$ cat src/rtl/operand_capture.sv
// ---------------------------------------------------------------------------
// operand_capture
//
// Operand-entry front end for the calculator datapath. Collects NUM_OPS
// signed operands one after another from the switch bank, applying an
// optional sign switch, and presents the value currently being keyed in on
// a live display output. The confirm and display-mode buttons are
// edge-detected internally, so synchronised raw button levels can be wired
// straight in.
//
// Parameters
//   IN_W     width of the unsigned switch magnitude
//   OP_W     width of each signed operand (must be at least IN_W+1)
//   NUM_OPS  operands captured per sequence (1..8)
//
// Ports
//   clk                    system clock, rising edge
//   reset                  asynchronous, active-high
//   start                  level: begin a capture sequence (IDLE/DONE only)
//   clear                  level: zero operands and display, return to IDLE
//   confirm                level: rising edge commits the current operand
//   display_mode_change    level: rising edge toggles display_mode
//   sign_sw                1 = negate the entered magnitude
//   operand_input          unsigned magnitude from the switches
//   operands               packed operands, operand k at [k*OP_W +: OP_W]
//   operand_input_display  signed live value, one cycle behind the switches
//   op_index               index of the operand currently being entered
//   busy                   high while operands are being entered
//   capture_done           one-cycle pulse after the last operand commits
//   display_mode           display format flag
// ---------------------------------------------------------------------------
module operand_capture #(
    parameter int IN_W    = 4,
    parameter int OP_W    = 6,
    parameter int NUM_OPS = 2
) (
    input  logic                      clk,
    input  logic                      reset,
    input  logic                      start,
    input  logic                      clear,
    input  logic                      confirm,
    input  logic                      display_mode_change,
    input  logic                      sign_sw,
    input  logic [IN_W-1:0]           operand_input,
    output logic [NUM_OPS*OP_W-1:0]   operands,
    output logic [OP_W-1:0]           operand_input_display,
    output logic [2:0]                op_index,
    output logic                      busy,
    output logic                      capture_done,
    output logic                      display_mode
);

    typedef enum logic [1:0] {
        IDLE,
        ENTER,
        DONE
    } state_t;

    state_t          state;
    state_t          next_state;

    logic            confirm_q;
    logic            mode_q;
    logic            confirm_re;
    logic            mode_re;

    logic [OP_W-1:0] magnitude;
    logic [OP_W-1:0] value;
    logic [OP_W-1:0] op_regs [NUM_OPS];

    logic            last_op;
    logic            enter_active;
    logic            commit;
    logic            commit_last;
    logic            begin_seq;

    // The magnitude is zero-extended before negation; because OP_W exceeds
    // IN_W the negated value always fits, and negating zero yields zero.
    assign magnitude  = {{(OP_W-IN_W){1'b0}}, operand_input};
    assign value      = sign_sw ? -magnitude : magnitude;

    assign confirm_re = confirm & ~confirm_q;
    assign mode_re    = display_mode_change & ~mode_q;
    assign last_op    = (op_index == 3'(NUM_OPS-1));

    // Button history: one register per button so a held level produces a
    // single event. History keeps updating in every state, so a press made
    // while idle is consumed and cannot fire later on entering ENTER.
    always_ff @(posedge clk or posedge reset) begin
        if (reset) begin
            confirm_q <= 1'b0;
            mode_q    <= 1'b0;
        end else begin
            confirm_q <= confirm;
            mode_q    <= display_mode_change;
        end
    end

    // Display format flag follows the mode button independently of the
    // capture sequence, including while clear is asserted.
    always_ff @(posedge clk or posedge reset) begin
        if (reset) begin
            display_mode <= 1'b0;
        end else if (mode_re) begin
            display_mode <= ~display_mode;
        end
    end

    // State register.
    always_ff @(posedge clk or posedge reset) begin
        if (reset) begin
            state <= IDLE;
        end else begin
            state <= next_state;
        end
    end

    // Next-state logic. Clear overrides everything; start is only honoured
    // outside ENTER so a running sequence is never restarted.
    always_comb begin
        next_state = state;
        if (clear) begin
            next_state = IDLE;
        end else begin
            case (state)
                IDLE:    if (start) next_state = ENTER;
                ENTER:   if (confirm_re && last_op) next_state = DONE;
                DONE:    if (start) next_state = ENTER;
                default: next_state = IDLE;
            endcase
        end
    end

    // Output and control decode. The datapath strobes are qualified by
    // clear so that clear wins over a same-cycle confirm or start.
    always_comb begin
        busy         = (state == ENTER);
        enter_active = !clear && (state == ENTER);
        commit       = enter_active && confirm_re;
        commit_last  = commit && last_op;
        begin_seq    = !clear && start && ((state == IDLE) || (state == DONE));
    end

    // Operand storage, live display, operand index and completion pulse.
    // capture_done is registered from the final commit so it rises in the
    // same cycle the FSM reaches DONE, and it cannot repeat because DONE
    // never commits.
    always_ff @(posedge clk or posedge reset) begin
        if (reset) begin
            operand_input_display <= '0;
            op_index              <= 3'd0;
            capture_done          <= 1'b0;
            for (int k = 0; k < NUM_OPS; k++) begin
                op_regs[k] <= '0;
            end
        end else begin
            capture_done <= commit_last;
            if (clear) begin
                operand_input_display <= '0;
                op_index              <= 3'd0;
                for (int k = 0; k < NUM_OPS; k++) begin
                    op_regs[k] <= '0;
                end
            end else begin
                if (enter_active) begin
                    operand_input_display <= value;
                end
                if (commit) begin
                    for (int k = 0; k < NUM_OPS; k++) begin
                        if (op_index == 3'(k)) begin
                            op_regs[k] <= value;
                        end
                    end
                    if (!last_op) begin
                        op_index <= op_index + 3'd1;
                    end
                end
                if (begin_seq) begin
                    op_index <= 3'd0;
                end
            end
        end
    end

    // Flatten the operand registers onto the packed output bus.
    always_comb begin
        operands = '0;
        for (int k = 0; k < NUM_OPS; k++) begin
            operands[k*OP_W +: OP_W] = op_regs[k];
        end
    end

endmodule

$ cat config.mk
export PLATFORM = sky130hd
export DESIGN_NAME = operand_capture
export DESIGN_NICKNAME = d
export VERILOG_FILES = /design/src/rtl/operand_capture.sv
export SDC_FILE = /design/constraint.sdc
export NUM_CORES = 1
export LEC_CHECK = 0
export CORE_ASPECT_RATIO = 1.2
export CORE_UTILIZATION = 43
export CTS_BUF_LIST = sky130_fd_sc_hd__clkbuf_8 sky130_fd_sc_hd__clkbuf_16
export CTS_CLUSTER_SIZE = 12
export DETAILED_ROUTE_END_ITERATION = 6
export GPL_TIMING_DRIVEN = 0
export PLACE_DENSITY = 0.76
export SYNTH_ARGS = -nofsm -noshare
export SYNTH_HDL_FRONTEND = slang
export SYNTH_SLANG_ARGS = --single-unit
$ cat constraint.sdc
create_clock -name clk -period 1.5 [get_ports clk]
set_clock_uncertainty 0.2 [all_clocks]
set_input_delay 0.3 -clock clk [delete_from_list [all_inputs] [get_ports clk]]
set_output_delay 0.3 -clock clk [all_outputs]
set_load 0.02 [all_outputs]
# Word level (Yosys, flattened, before mapping)
# Cells that the tools add are included.
# classes
n_eq_ne	6
n_bitwise	5
magnitude_cmp	0
n_reduce_logical	20
n_mux	15
mul	0
shifts	0
add_sub_neg	2
div_mod_pow	0
# op_table
cell	n
2-to-1 mux 6 bit	5
2-to-1 mux 12 bit	2
2-to-1 mux 3 bit	4
AND reduction 2 bit	4
nonzero test 2 bit	4
logical AND 1 bit	6
2-to-1 mux 2 bit	3
!= test 3 x 2 -> 1 bit, second input constant	2
negator 4 -> 6 bit	1
case mux 2 bit (2 select lines)	1
adder 3 x 1 -> 3 bit, second input constant	1
== test 3 x 1 -> 1 bit, second input constant	1
zero test 3 bit	1
!= test 3 x 1 -> 1 bit, second input constant	1
inverter 1 bit	3
nonzero test 3 bit	1
AND 1 bit	2
== test 2 x 1 -> 1 bit, second input constant	1
== test 2 bit, second input constant	1
zero test 2 bit	1
OR reduction 2 bit	1
zero test 1 bit	1
logical OR 1 bit	1
# word_totals
out_inout_bits	24
elab_cells	57
romBits	0
ramBits	0
latchBits	0
mem_count	0
regBits	27
input_bits	11

# Depth between registers and ports, before layout
# Gate-level depths: netlist (run 1).
# depth
word_depth	6
depth_mapped	6
ltp_nobuf	5

# Worst setup path after synthesis (run 1)
# Ideal clock, no wire load.
# synth_path
kind	flip-flop to flip-flop
startpoint	register op_index[1]
endpoint	register op_regs (netlist bit operands[9])
t_required_ns	1.206
slack_ns	-0.207
period_less_slack_ns	1.707
n_path_buf	1
path_stages_with_launch	7
setup_ns	0.094
arrival_time_ns	1.413
path_cell_list	dfrtp_1 -> inv_1 -> ha_1 -> and4bb_2 -> clkbuf_1 -> a21oi_1 -> a211oi_1
# synth_via
elab_chain_cells	3
# synth_rtl
item	line	source
start: declaration	47	output logic [2:0] op_index,
start signal: assignment	175	op_index <= op_index + 3'd1;
== test 3 x 1 -> 1 bit	170	if (op_index == 3'(k)) begin
nonzero test 2 bit (no line)	--	
AND reduction 2 bit (no line)	--	
end signal: indexed assignment	171	op_regs[k] <= value;
end: declaration	69	logic [OP_W-1:0] op_regs [NUM_OPS];
# No other way between the ends.
# A chain may end at the register's enable or synchronous reset.

# Worst setup path in the final report (run 1)
# layout_path
startpoint	register op_index[1]
endpoint	register op_regs (netlist bit operands[10])
# Same word-level chain as after synthesis.

==> results of run 1 <==
-- stage by stage --
| step | total power, W | instance area (sq um) | worst slack (ps) |
|---|---|---|---|
| detailed placement | 0.00109 | 1700 | -700 |
| CTS | 0.00153 | 1970 | -172 |
| floorplan | 0.000950 | 1320 | -103 |
| finish | 0.00157 | 2100 | -178 |
| global placement | 0.00108 | 1700 | -663 |
| global route | 0.00163 | 2100 | -226 |
-- kinds of logic after synthesis --
| group | share of synthesized area [%] |
|---|---|
| XOR/XNOR | 2.02 |
| multiplexers | 2.40 |
| flip-flops | 51.9 |
| AO/OA/AOI/OAI | 14.6 |
| buffers and inverters | 4.61 |
| adder cells (fa/ha/maj) | 3.84 |
| AND/OR/NAND/NOR | 20.7 |
-- routing by layer --
layer  wire (microns)  track usage, %  up-vias
met5                0               0        -
met4               36            8.88        0
met3              103            2.94        4
met2             2280            41.8       30
met1             1600            31.8      636
li1                 -               -      575
-- state kept, by name (all words and copies together) (netlist names) --
| register | cells |
|---|---|
| operands | 12 |
| operand_input_display | 6 |
| op_index | 3 |
| state | 2 |
| capture_done | 1 |
| confirm_q | 1 |
| display_mode | 1 |
| mode_q | 1 |
-- how the worst max path moves through the flow --
stage | start | end | cells after the start
floorplan | op_index[0] | op_index[2] | 4
global placement | operand_input[0] | operands[1] | 6
detailed placement | operand_input[0] | operands[1] | 6
CTS | state[1] | busy | 4
global route | op_index[1] | operands[10] | 6
finish | op_index[1] | operands[10] | 6
-- area by class of cell --
type | count | area, sq um | share of cell area [%]
plain buffers | 6 | 47.5 | 2.26
clock buffers | 3 | 41.3 | 1.96
clock inverters | 1 | 5.00 | 0.238
inverters | 8 | 41.3 | 1.96
multi-input cells | 88 | 787 | 37.4
flip-flops and latches | 27 | 679 | 32.3
well taps | 34 | 42.5 | 2.02
repair buffers | 50 | 458 | 21.8
-- power by group through the flow --
stage / logic [W] / registers (W) / clock network (W)
floorplan: 0.000113 / 0.000837 / 0
global placement: 0.000278 / 0.000799 / 0
detailed placement: 0.000284 / 0.000802 / 0
CTS: 0.000319 / 0.000788 / 0.000427
global route: 0.000381 / 0.000793 / 0.000455
finish: 0.000355 / 0.000788 / 0.000427
-- repair_timing --
item                                    in CTS  in global routing
gates resized for setup                    100                 48
hold buffers                                 0                  0
setup buffers                                9                  7
pin swaps                                   20                 11
endpoints found under the setup margin      50                 43
-- critical path: stages (launching register included) --
cell,delay [ps]
dfrtp_2,430
buf_6,120
inv_4,60
ha_4,160
and4bb_4,310
nand4_1,150
a21oi_2,180
-- layout by cell type, fill, tap and decap left out, types with 5 or more instances in the layout --
cell             count
clkbuf_2             6
a21oi_1              8
buf_4               10
clkdlybuf4s50_1      6
nand2_1              5
clkdlybuf4s15_1     13
dfrtp_1             24
buf_6               12
nand3_1              5
==> flow_metrics.env, run 1 <==
export IMPL_status="complete, but fails checks"
export IMPL_failed_checks="setup timing"
export IMPL_dp_cells=198
export IMPL_path_max_fanout=7
export IMPL_synth_ff_type="dfrtp_1"
export IMPL_cp_required_ps=1510
export IMPL_rsz0062_at_grt="true"
export IMPL_vias=1245
export IMPL_setup_viol=20
export IMPL_gp_congestion=0.804
export IMPL_cell_internal_pwr_w=0.00110
export IMPL_tns_ps=-2360
export IMPL_period_share_pct=112
export IMPL_wire_per_inst_microns=18.6
export IMPL_fp_dieArea_sq_mm=0.00325
export IMPL_r2r_end="operands[10]"
export IMPL_final_nets=199
export IMPL_crit_arrival_ps=1690
export IMPL_dp_hpwl_microns=2340
export IMPL_h_tree_depth=1
export IMPL_cap_violations=0
export IMPL_ys_warn_count=0
export IMPL_synth_top_area_cell="dfrtp_1"
export IMPL_syn_inst=130
export IMPL_clock_sinks=27
export IMPL_cts_buffer_depth=2
export IMPL_p_leak_nw=0.892
export IMPL_fillers=205
export IMPL_port_buffers=34
export IMPL_worst_slew_pin_slew_ps=593
export IMPL_cts_tree="done"
export IMPL_async_flop_share_pct=100
export IMPL_clk_root_buffer_cell="clkbuf_8"
export IMPL_drt_wl_total_microns=4030
export IMPL_area_delta_synth_final_pct=61.4
export IMPL_cellPowerDensity_mw_per_mm2=747
export IMPL_fin_cells=217
export IMPL_drc=0
export IMPL_start_util_pct=45.9
export IMPL_p_comb_share_pct=22.6
export IMPL_die_w_microns=52.2
export IMPL_p_sw_share_pct=29.8
export IMPL_netlist_top_cells_area="dfrtp_1, a21oi_1, ha_1"
export IMPL_layout_drive_gt1_share_pct=44.8
export IMPL_core_rowCount=21
export IMPL_synth_seq_cells=27
export IMPL_rrSetupSlack_ps=-180
export IMPL_numCtsBuffers=3
export IMPL_hp_class="primary input to flop"
export IMPL_syn_avg_cell_area_sq_um=10.0
export IMPL_core_area_sq_mm=0.00284
export IMPL_r2r_start="op_index[1]"
export IMPL_synth_cell_types=29
export IMPL_yosys_top_cells_count="dfrtp_1, a21oi_1, o21ai_0"
export IMPL_fmax_mhz=596
export IMPL_p_seq_share_pct=50.2
export IMPL_grt_overflow=0
export IMPL_syn_area_sq_mm=0.00130
export IMPL_ys_seq_area_share_pct=51.9
export IMPL_hold_end="confirm_q"
export IMPL_firstDrtPassIters=4
export IMPL_hold_violations=0
export IMPL_hold_slack_ps=217
export IMPL_insertion_delay_ps=270
export IMPL_utilization_pct=74.1
export IMPL_crit_type="flop to flop"
export IMPL_pin_count=35
export IMPL_clk_pin_slew_ps=100
export IMPL_grt_pass1_wl_microns=5970
export IMPL_grt_max_degree=28
export IMPL_synth_nets=145
export IMPL_ff2ff_path_depth=6
export IMPL_holdPathStages=1
export IMPL_drv_slew=0
export IMPL_ir_worst_vdd_mv=0.565
export IMPL_fin_crit_ps=1680
export IMPL_grt_antenna_before_repair=0
export IMPL_hold_start="confirm"
export IMPL_yosysTopAreaCellShare_pct=51.9
export IMPL_endpoint_kind="flop"
export IMPL_p_clk_share_pct=27.2
export IMPL_grt_pass1_vias=1246
export IMPL_fin_ws_ps=-178
export IMPL_track_usage_pct=24.7
export IMPL_detail_route_antenna_nets=0
export IMPL_maxSlewHeadroom_pct=60.4
export IMPL_dieHeight_microns=62.3
export IMPL_diodes=0
export IMPL_synth_edf_count=0
export IMPL_drt_initial_drc_count=29
export IMPL_yosysMostFrequentCell="dfrtp_1"
export IMPL_viasPerCell=5.74
export IMPL_worst_setup_path_start_kind="flop"
export IMPL_p_sw_w=0.000469
Note: power is estimated with default switching activity, not from simulation.
==> run 2, diff against run 1 <==
--- a/config.mk
+++ b/config.mk
@@ -6,12 +6,13 @@
 export NUM_CORES = 1
 export LEC_CHECK = 0
 export CORE_ASPECT_RATIO = 1.2
-export CORE_UTILIZATION = 43
+export CORE_UTILIZATION = 50
 export CTS_BUF_LIST = sky130_fd_sc_hd__clkbuf_8 sky130_fd_sc_hd__clkbuf_16
 export CTS_CLUSTER_SIZE = 12
 export DETAILED_ROUTE_END_ITERATION = 6
+export DONT_BUFFER_PORTS = 1
 export GPL_TIMING_DRIVEN = 0
-export PLACE_DENSITY = 0.76
+export PLACE_DENSITY = 0.66
 export SYNTH_ARGS = -nofsm -noshare
 export SYNTH_HDL_FRONTEND = slang
 export SYNTH_SLANG_ARGS = --single-unit
==> constraint.sdc (replaced) <==
create_clock -name clk -period 1.8 [get_ports clk]
set_clock_uncertainty 0.2 [all_clocks]
set_input_delay 0.36 -clock clk [delete_from_list [all_inputs] [get_ports clk]]
set_output_delay 0.36 -clock clk [all_outputs]
set_load 0.02 [all_outputs]
==> run 2 against run 1 <==
The flow now finishes without violations. Sequential share of layout area is 15 points higher. Power is 26% lower. Register-to-register slack improved by 290 ps. Final cell count shrank 24%. Count of clock-buffer cells in the layout unchanged. Clock power fell by 19%. Wire length fell by 29%. Critical path type is now flop to primary output. Highest routed layer unchanged.
==> flow_metrics.env, run 2 (synthesis results as in run 1) <==
export IMPL_cellPowerDensity_mw_per_mm2=811
export IMPL_drc=0
export IMPL_core_rowCount=19
export IMPL_fp_dieArea_sq_mm=0.00281
export IMPL_ff2ff_path_depth=5
export IMPL_r2r_start="op_index[1]"
export IMPL_viasPerCell=6.08
export IMPL_drt_wl_total_microns=2860
export IMPL_critPathTopFamily="flip-flops"
export IMPL_drt_initial_drc_count=12
export IMPL_diodes=0
export IMPL_track_usage_pct=22.4
export IMPL_hp_class="primary input to asynchronous set/reset pin"
export IMPL_pin_count=35
export IMPL_final_cell_mix="dfrtp_1, a21oi_1, o21ai_0, inv_1, nand2_1"
export IMPL_tns_ps=0
export IMPL_dieHeight_microns=57.9
export IMPL_fmax_mhz=569
export IMPL_clk_root_buffer_cell="clkbuf_8"
export IMPL_grt_overflow=0
export IMPL_fin_crit_ps=1760
export IMPL_slowest_delay_ps=410
export IMPL_maxSlewHeadroom_pct=32.3
export IMPL_fillers=212
export IMPL_detail_route_antenna_nets=0
export IMPL_path_depth=3
export IMPL_grt_pass1_vias=988
export IMPL_core_area_sq_mm=0.00238
export IMPL_p_leak_nw=0.596
export IMPL_path_max_fanout=10
export IMPL_grt_antenna_before_repair=0
export IMPL_layout_cells_most_common="dfrtp_1"
export IMPL_hold_violations=0
export IMPL_largest_reg_flops=12
export IMPL_cap_violations=0
export IMPL_slowest_stage="dfrtp_1"
export IMPL_setup_viol=0
export IMPL_r2r_end="operands[9]"
export IMPL_die_w_microns=48.6
export IMPL_port_buffers=0
export IMPL_insertion_delay_ps=280
export IMPL_endpoint_kind="primary output"
export IMPL_postCtsSetupBuffers=0
export IMPL_crit_path_start="state[1]"
export IMPL_clk_pin_slew_ps=100
export IMPL_rrSetupSlack_ps=110
export IMPL_status="finished, final reports clean"
export IMPL_area_delta_synth_final_pct=10.3
export IMPL_drv_slew=0
export IMPL_hold_slack_ps=1.55
export IMPL_worst_slew_pin_slew_ps=1010
export IMPL_firstDrtPassIters=4
export IMPL_period_share_pct=97.6
export IMPL_layout_drive_gt1_share_pct=14.8
export IMPL_clock_sinks=27
export IMPL_crit_chain="nand2b_1, inv_2, buf_6"
export IMPL_vias=1009
export IMPL_cp_required_ps=1240
export IMPL_gp_congestion=0.818
export IMPL_critPathBufInv=2
export IMPL_crit_type="flop to primary output"
export IMPL_cts_tree="done"
export IMPL_numCtsBuffers=3
export IMPL_wire_per_inst_microns=17.2
export IMPL_grt_max_degree=28
export IMPL_ir_worst_vdd_mv=0.803
export IMPL_cts_buffer_depth=2
export IMPL_h_tree_depth=1
export IMPL_grt_pass1_wl_microns=4700
export IMPL_cp_endpoint="busy"
export IMPL_final_nets=151
export IMPL_start_util_pct=54.8
export IMPL_worst_setup_path_start_kind="flop"
export IMPL_crit_arrival_ps=1200
export IMPL_dp_hpwl_microns=2020
[run 2: cell count changes in the layout (fill, tap and decap cells not counted), moves of 6 or more]
cell / before / now
clkdlybuf4s50_1: 6 / 0
buf_6: 12 / 1
clkdlybuf4s15_1: 13 / 0
buf_4: 10 / 0
o21ai_0: 4 / 10
clkbuf_2: 6 / 0
[run 2: layout make-up]
class | instances | area (sq um) | share of cell area (%)
Clock buffer | 3 | 41.3 | 2.87
Timing Repair Buffer | 2 | 20.0 | 1.39
Tap cell | 31 | 38.8 | 2.70
Multi-Input combinational cell | 88 | 591 | 41.1
Inverter | 8 | 30.0 | 2.09
Clock inverter | 1 | 5.00 | 0.348
Sequential cell | 27 | 678 | 47.2
Buffer | 6 | 32.5 | 2.26
[run 2: how the worst min path moves through the flow]
stage | to | slack [ps] | depth (start not counted)
floorplan | confirm_q | 190 | 0
CTS | operand_input_display[0] | 20 | 2
finish | confirm_q | 2 | 1
detailed placement | mode_q | 190 | 0
global route | operands[6] | 20 | 2
global placement | mode_q | 190 | 0
[run 2: metrics by stage]
step	cells	area [sq um]	util, %	setup WS [ps]	total power, W
2_1_floorplan	130	1300	-	92.9	0.000790
3_3_place_gp	161	1340	56.4	-115	0.000817
3_5_place_dp	161	1340	56.4	-158	0.000821
4_1_cts	166	1420	59.7	0.119	0.00117
5_1_grt	166	1440	60.4	-3.77	0.00121
6_report	166	1440	60.4	42.8	0.00117
[run 2: power breakdown]
part,switching (W),leakage [nW],internal [W]
registers,0.0000565,0.362,0.000636
logic,0.0000797,0.209,0.0000465
clock network,0.000192,0.0255,0.000155
total,0.000328,0.596,0.000837
[run 2: layer usage]
metal  vias up  GRT usage (%)  routed length (microns)
li1        471              -                        -
met1       505           27.0                     1230
met2        28           38.8                     1430
met3         5           5.51                      152
met4         0           8.82                       44
met5         -              0                        0
[run 2: what timing repair did]
item                                   in CTS  in global routing
endpoints found under the hold margin       2                  0
setup endpoints to repair                  12                 16
hold buffers                                2                  0
gates resized for setup                     5                  6
==> run 3, diff against run 2 <==
==> constraint.sdc (replaced) <==
create_clock -name clk -period 2.15 [get_ports clk]
set_clock_uncertainty 0.2 [all_clocks]
set_input_delay 0.43 -clock clk [delete_from_list [all_inputs] [get_ports clk]]
set_output_delay 0.43 -clock clk [all_outputs]
set_load 0.02 [all_outputs]
==> run 3 against run 2 <==
Count of clock-buffer cells in the layout unchanged. Register-to-register slack better by 150 ps. Combinational power down 20%. Wire length down 3.7%. Worst setup slack better by 130 ps. Sequential share of layout area up 0.92 points. Utilization down 1.4 points. Clock power down 17%. First-iteration DRC count up 42%. Non-clock buffer count unchanged. Largest power group unchanged.
==> flow_metrics.env, run 3 (synthesis results as in run 1) <==
export IMPL_wire_per_inst_microns=16.6
export IMPL_dieHeight_microns=57.9
export IMPL_cts_tree="done"
export IMPL_grt_max_degree=28
export IMPL_setup_viol=0
export IMPL_grt_overflow=0
export IMPL_clock_sinks=27
export IMPL_r2r_end="op_index[1]"
export IMPL_period_share_pct=91.7
export IMPL_maxSlewHeadroom_pct=31.8
export IMPL_cellPowerDensity_mw_per_mm2=689
export IMPL_path_depth=3
export IMPL_grt_pass1_wl_microns=4710
export IMPL_p_clk_share_pct=29.7
export IMPL_h_tree_depth=1
export IMPL_diodes=0
export IMPL_drt_wl_total_microns=2760
export IMPL_crit_type="flop to primary output"
export IMPL_ir_worst_vdd_mv=0.666
export IMPL_final_nets=151
export IMPL_grt_antenna_before_repair=0
export IMPL_track_usage_pct=22.3
export IMPL_fp_dieArea_sq_mm=0.00281
export IMPL_slowest_stage="dfrtp_1"
export IMPL_utilization_pct=59.1
export IMPL_layout_drive_gt1_share_pct=8.89
export IMPL_numCtsBuffers=3
export IMPL_p_leak_nw=0.595
export IMPL_clk_pin_slew_ps=90
export IMPL_r2r_start="op_index[1]"
export IMPL_insertion_delay_ps=270
export IMPL_drt_initial_drc_count=17
export IMPL_fin_crit_ps=1970
export IMPL_hp_class="primary input to asynchronous set/reset pin"
export IMPL_core_area_sq_mm=0.00238
export IMPL_drv_slew=0
export IMPL_cts_buffer_depth=2
export IMPL_rrSetupSlack_ps=260
export IMPL_rsz0062_at_grt="false"
export IMPL_cp_required_ps=1520
export IMPL_dp_hpwl_microns=2020
export IMPL_pin_count=35
export IMPL_p_sw_share_pct=27.9
export IMPL_tns_ps=0
export IMPL_endpoint_kind="primary output"
export IMPL_critPathTopFamily="buffers and inverters"
export IMPL_fmax_mhz=507
export IMPL_largest_reg_flops=12
export IMPL_crit_chain="nand2b_1, inv_1, buf_2"
export IMPL_worst_slew_pin_slew_ps=1020
export IMPL_layout_cells_most_common="dfrtp_1"
export IMPL_gp_congestion=0.818
export IMPL_firstDrtPassIters=4
export IMPL_final_cell_mix="dfrtp_1, a21oi_1, o21ai_0, inv_1, nand2_1"
export IMPL_p_comb_share_pct=10.4
export IMPL_start_util_pct=54.8
export IMPL_core_rowCount=19
export IMPL_cp_endpoint="busy"
export IMPL_slowest_delay_ps=410
export IMPL_ff2ff_path_depth=5
export IMPL_cap_violations=0
export IMPL_drc=0
export IMPL_clk_root_buffer_cell="clkbuf_8"
export IMPL_viasPerCell=6.04
export IMPL_area_delta_synth_final_pct=7.78
export IMPL_vias=1002
export IMPL_die_w_microns=48.6
export IMPL_path_max_fanout=10
export IMPL_crit_path_start="state[1]"
export IMPL_p_sw_w=0.000270
export IMPL_detail_route_antenna_nets=0
export IMPL_hold_violations=0
export IMPL_crit_arrival_ps=1340
export IMPL_critPathBufInv=2
export IMPL_worst_setup_path_start_kind="flop"
export IMPL_p_seq_share_pct=59.9
export IMPL_port_buffers=0
export IMPL_cell_internal_pwr_w=0.000698
export IMPL_status="finished, final reports clean"
export IMPL_grt_pass1_vias=987
## run 3: per-layer routing
layer  routed length (microns)  vias to the layer above  GRT usage [%]
li1                          -                      472              -
met4                        41                        0           8.82
met1                      1180                      497           27.5
met3                       139                        5           5.77
met5                         0                        -              0
met2                      1400                       28           37.6
## run 3: how the worst min path moves through the flow
stage	from	to	slack, ps	cells after the start
final	reset	confirm_q	80	1
after global routing	operand_input[0]	operands[6]	90	2
after CTS	operand_input[0]	operand_input_display[0]	90	2
after detailed placement	display_mode_change	mode_q	260	0
after global placement	display_mode_change	mode_q	260	0
after floorplan	confirm	confirm_q	260	0
## run 3: power by group through the flow
stage	registers, W	logic [W]	clock network, W
5_1_grt	0.000582	0.000112	0.000310
2_1_floorplan	0.000584	0.0000778	0
3_3_place_gp	0.000588	0.0000954	0
4_1_cts	0.000580	0.000102	0.000295
6_report	0.000579	0.000101	0.000288
3_5_place_dp	0.000589	0.0000985	0
## run 3: layout make-up
cell class / instances / area [sq um]
fill: 211 / 973
sequential: 27 / 676
timing repair buffer: 2 / 20.0
inverter: 8 / 30.0
multi-input combinational: 88 / 567
tap: 31 / 38.8
clock buffer: 3 / 41.3
clock inverter: 1 / 5.00
buffer: 6 / 26.3
## run 3: stage by stage
| stage | cells | cell area (sq um) | power, W | hold slack [ps] | setup WS [ps] |
|---|---|---|---|---|---|
| floorplan | 130 | 1300 | 0.000662 | 261 | 443 |
| global placement | 161 | 1340 | 0.000684 | 262 | 235 |
| detailed placement | 161 | 1340 | 0.000687 | 262 | 192 |
| CTS | 167 | 1410 | 0.000976 | 87.0 | 148 |
| global route | 166 | 1400 | 0.00100 | 91.4 | 117 |
| finish | 166 | 1400 | 0.000968 | 80.1 | 178 |
## run 3: worst reg2reg max path: stages (launching register included)
cell and delay, ps:
dfrtp_1 510, inv_1 120, ha_1 240, nor2b_1 140, nor3_1 360, mux2i_1 240
## run 3: what timing repair did
item / CTS / global route
hold endpoints to repair: 2 / 0
hold buffers: 2 / 0
gates resized for setup: 0 / 0
buffers inserted: 0 / 0
endpoints found under the setup margin: 0 / 1
